==> src/rtl/player_mover.sv <==
// player_mover: moves an 8x8 sprite on a 96x64 OLED one pixel per three
// movement ticks, tracking a decrementing energy budget.
// velocity_clk is asynchronous to sysclk; each of its toggles becomes a
// single-cycle tick after a two-flop synchroniser and an edge detector.
module player_mover #(
    parameter int START_X    = 44,
    parameter int START_Y    = 28,
    parameter int MAX_X      = 88,
    parameter int MAX_Y      = 56,
    parameter int ENERGY_MAX = 1000
) (
    input  logic        sysclk,
    input  logic        reset,
    input  logic        en,
    input  logic        velocity_clk,
    input  logic        btn_up,
    input  logic        btn_down,
    input  logic        btn_left,
    input  logic        btn_right,
    input  logic        energy_refill,
    output logic [6:0]  pos_x,
    output logic [5:0]  pos_y,
    output logic [10:0] energy,
    output logic        moving,
    output logic        step_done,
    output logic        blocked
);

    typedef enum logic [1:0] {IDLE, PH1, PH2} state_t;
    typedef enum logic [1:0] {DIR_UP, DIR_DOWN, DIR_LEFT, DIR_RIGHT} dir_t;

    localparam logic signed [8:0] MAX_X_S = 9'(MAX_X);
    localparam logic signed [8:0] MAX_Y_S = 9'(MAX_Y);

    state_t state;
    dir_t   dir;

    // velocity_clk synchroniser (p0, p1) and edge history (p2)
    logic vclk_p0, vclk_p1, vclk_p2;
    logic tick;

    logic signed [8:0] dx, dy;
    logic signed [8:0] cur_x, cur_y;
    logic signed [8:0] nx, ny;
    logic              move_ok;

    // Coordinate offset kept signed so a step off the top/left edge goes negative
    function automatic logic signed [8:0] offset_coord(input logic signed [8:0] coord,
                                                       input logic signed [8:0] delta);
        return coord + delta;
    endfunction

    function automatic logic in_bounds(input logic signed [8:0] coord,
                                       input logic signed [8:0] limit);
        return (coord >= 9'sd0) && (coord <= limit);
    endfunction

    // Energy never wraps below zero; movement remains legal at zero
    function automatic logic [10:0] energy_dec_sat(input logic [10:0] e);
        return (e == 11'd0) ? 11'd0 : e - 11'd1;
    endfunction

    // Bring velocity_clk into the sysclk domain and keep one cycle of history
    always_ff @(posedge sysclk) begin
        if (reset) begin
            vclk_p0 <= 1'b0;
            vclk_p1 <= 1'b0;
            vclk_p2 <= 1'b0;
        end else begin
            vclk_p0 <= velocity_clk;
            vclk_p1 <= vclk_p0;
            vclk_p2 <= vclk_p1;
        end
    end

    // Either edge of the synchronised clock yields a one-cycle tick
    assign tick = vclk_p1 ^ vclk_p2;

    // Candidate position for the latched direction and its legality
    always_comb begin
        dx = 9'sd0;
        dy = 9'sd0;
        case (dir)
            DIR_UP:    dy = -9'sd1;
            DIR_DOWN:  dy = 9'sd1;
            DIR_LEFT:  dx = -9'sd1;
            DIR_RIGHT: dx = 9'sd1;
            default:   dx = 9'sd0;
        endcase
        cur_x   = $signed({2'b00, pos_x});
        cur_y   = $signed({3'b000, pos_y});
        nx      = offset_coord(cur_x, dx);
        ny      = offset_coord(cur_y, dy);
        move_ok = in_bounds(nx, MAX_X_S) && in_bounds(ny, MAX_Y_S);
    end

    // Three-phase step FSM with position, energy and pulse outputs registered
    always_ff @(posedge sysclk) begin
        if (reset) begin
            state     <= IDLE;
            dir       <= DIR_RIGHT;
            pos_x     <= 7'(START_X);
            pos_y     <= 6'(START_Y);
            energy    <= 11'(ENERGY_MAX);
            moving    <= 1'b0;
            step_done <= 1'b0;
            blocked   <= 1'b0;
        end else begin
            step_done <= 1'b0;
            blocked   <= 1'b0;
            if (en && tick) begin
                case (state)
                    IDLE: begin
                        if (btn_up || btn_down || btn_left || btn_right) begin
                            if (btn_up)        dir <= DIR_UP;
                            else if (btn_down) dir <= DIR_DOWN;
                            else if (btn_left) dir <= DIR_LEFT;
                            else               dir <= DIR_RIGHT;
                            state  <= PH1;
                            moving <= 1'b1;
                        end
                    end
                    PH1: begin
                        state  <= PH2;
                        moving <= 1'b1;
                    end
                    PH2: begin
                        state  <= IDLE;
                        moving <= 1'b0;
                        if (move_ok) begin
                            pos_x     <= nx[6:0];
                            pos_y     <= ny[5:0];
                            energy    <= energy_dec_sat(energy);
                            step_done <= 1'b1;
                        end else begin
                            blocked <= 1'b1;
                        end
                    end
                    default: begin
                        state  <= IDLE;
                        moving <= 1'b0;
                    end
                endcase
            end
            // A refill wins over a same-cycle commit decrement and ignores en
            if (energy_refill) begin
                energy <= 11'(ENERGY_MAX);
            end
        end
    end

endmodule

==> config.mk <==
export PLATFORM = sky130hd
export DESIGN_NAME = player_mover
export DESIGN_NICKNAME = d
export VERILOG_FILES = /design/src/rtl/player_mover.sv
export SDC_FILE = /design/constraint.sdc
export NUM_CORES = 1
export LEC_CHECK = 0
export BUFFER_PORTS_ARGS = -buffer_cell sky130_fd_sc_hd__buf_2
export CAP_MARGIN = 5
export CORE_UTILIZATION = 45
export DETAILED_ROUTE_END_ITERATION = 10
export PLACE_DENSITY = 0.66
export SYNTH_ARGS = -nofsm -noshare
export SYNTH_HDL_FRONTEND = slang
export SYNTH_SLANG_ARGS = --single-unit
==> constraint.sdc <==
create_clock -name sysclk -period 3.26 [get_ports sysclk]
set_input_delay 0.489 -clock sysclk [delete_from_list [all_inputs] [get_ports sysclk]]
set_output_delay 0.489 -clock sysclk [all_outputs]
set_load 0.02 [all_outputs]
==> impl_metrics.tcl <==
set metrics [dict create \
    status "finished, final reports clean" \
    cts-root-buf "clkbuf_8" \
    power_mw 0.7797 \
    drc 0 \
    multi_input_area_mm2 0.001266 \
    timing.final.crit_share_pct 94.63 \
    antenna_cells 0 \
    cts-hold-fix-buffers 0 \
    ant_nets 0 \
    vias 1830 \
    clkTransAtPathRegs_ps 70 \
    grt_pass1_vias 1646 \
    power_density_mw_per_mm2 327.6 \
    mostFrequentLayoutCell "buf_2" \
    layout_min_cycle_time_ps 3085 \
    endpoint_kind "flop" \
    die_y_um 69.30 \
    dp_hpwl_um 3213 \
    grt_pass1_wl_um 7141 \
    async_flop_share_pct 0 \
    ys_warn_count 0 \
    final_layout_size_suffix_gt1_share_pct 21.43 \
    rsz0062_at_grt "false" \
    ys.flop_type "dfxtp_1" \
    power.leakage_nw 1.043 \
    rows 24 \
    core_mm2 0.004354 \
    start_kind "flop" \
    place.gp.congestion 0.8482 \
    syn_inst 237 \
    crit_fanout 12 \
    synth_seq_area_share_pct 33.39 \
    synth_fp_nets 264 \
    routed_wl_um 4278 \
    clock_tree.buffer_depth 2 \
    ys_ff_latch 34 \
    slew_headroom_pct 68.63 \
    whs_ps 414.3 \
    ys_types 54 \
    syn_avg_cell_area_um2 8.600 \
    synth_edf_count 0 \
    dieArea_mm2 0.004802 \
    synth.top_cell.area_share_pct 33.39 \
    grt_max_degree 26 \
    numCtsBuffers 5 \
    timing.max_cap.violations 0 \
    overflow 0 \
    path_class "reg2reg" \
    area_delta_synth_final_pct 16.76 \
    fmax_ghz 0.3242 \
    maxSlewViolCount 0 \
    skew_ps 3.368 \
    cts_tree "done" \
    finalNetCount 307 \
    wl_per_cell_um 12.89 \
    cts_max_level 2 \
    fill_cells 398 \
    tightest_slew_ps 468.8 \
    clock_latency_ps 280 \
    clock_sinks 34 \
    port_buffers 35 \
    seq_area_um2 681.9 \
    synth_top_area_cell "dfxtp_1" \
    synth_area_mm2 0.002038 \
    setup_tns_ps 0 \
    ios 36 \
    final-hold-violation-count 0 \
    antenna_found_initial 0 \
    first_pass_iters 4 \
    vdd_drop_max_v 0.0002033 \
    min_path_type "in2reg" \
    grtUsageTotal_pct 18.29 \
    viasPerCell 5.512 \
    initial_core_util_pct 46.81 \
    layout_common_cells "buf_2 (35), dfxtp_1 (33), nor2_1 (26)" \
    cp_data_required_time_ps 3480 \
    synth_area_leaders "dfxtp_1 (33%), ha_1 (9.8%), nor2_1 (4.8%)" \
    cp.arrival_ps 3300 \
    drt_iter0_markers 89 \
    setup_viol 0 \
    dieWidth_um 69.30 \
]
## per-layer routing
metal	up-vias	wire [um]	track usage (%)
li1	941	-	-
met1	851	2047	21.44
met2	34	2080	31.50
met3	4	129	5.523
met4	0	21	6.349
met5	-	0	0
## final timing paths
check                   end  slack, ps  depth (start not counted)         start
hold / removal      vclk_p0        410                          2  velocity_clk
setup reg to reg  energy[1]        180                         10        dir[0]
setup / recovery  energy[1]        180                         10        dir[0]
hold reg to reg     vclk_p1        440                          1       vclk_p0
## stage by stage
step           util [%]  setup slack, ps  area, um^2  instances
3_3_place_gp      52.30            181.5        2277        323
3_5_place_dp      52.30            109.2        2277        323
2_1_floorplan         -            304.4        2038        237
4_1_cts           54.11            99.35        2356        330
6_report          54.66            175.2        2380        332
5_1_grt           54.66            15.13        2380        332
## power by group
group / internal, mW / switching, mW
registers: 0.420 / 0.00290
logic: 0.0289 / 0.0381
clock network: 0.143 / 0.147
## cell type report
class                   count  share of cell area (%)
multi-input cells         182                   53.21
flip-flops and latches     34                   28.65
repair buffers             43                   9.884
clock buffers               5                   2.892
well taps                  52                   2.734
inverters                  14                   2.208
clock inverters             2                  0.4206
## synth_stat cells (all sizes together) (3+ instances only)
library cell / number
inv: 14
or2: 3
clkbuf: 3
nor4: 3
o211ai: 4
a31oi: 3
ha: 16
nand2: 25
nor2: 26
o21a: 5
a21oi: 12
nor2b: 7
nor3: 9
a211o: 6
a211oi: 5
o21ai: 9
buf: 4
dfxtp: 34
and3: 3
xor2: 6
xnor2: 3
nand3b: 5
## kinds of logic after synthesis
| kind of cell | count (synthesis) | share of synthesized area (%) |
|---|---|---|
| adders and majority gates | 18 | 11.79 |
| DFF | 34 | 33.39 |
| and+or+nand+nor | 95 | 23.76 |
| buffers and inverters | 21 | 4.849 |
| AOI/OAI and AO/OA | 59 | 21.85 |
| muxes | 1 | 0.4911 |
| xor gates and xnor gates | 9 | 3.868 |
## state kept, by name, indices dropped and copies added, names as in the netlist
signal / flops
moving: 1
state: 2
dir: 2
vclk_p1: 1
step_done: 1
energy: 11
pos_x: 7
pos_y: 6
vclk_p0: 1
blocked: 1
vclk_p2: 1
## worst max-delay path, cell delays in order (launching register included)
cell	delay, ps
dfxtp_1	320
nor2_1	340
ha_1	350
a21o_1	200
a21oi_2	190
xnor2_1	110
o311a_1	130
a22o_1	280
a2111o_2	580
or3_1	370
a21oi_1	130
## timing repair
item	4_1_cts	5_1_grt
setup buffers	0	2
setup endpoints to repair	0	12
resized for setup	0	3
No activity file was read; power rests on OpenSTA's default activity.
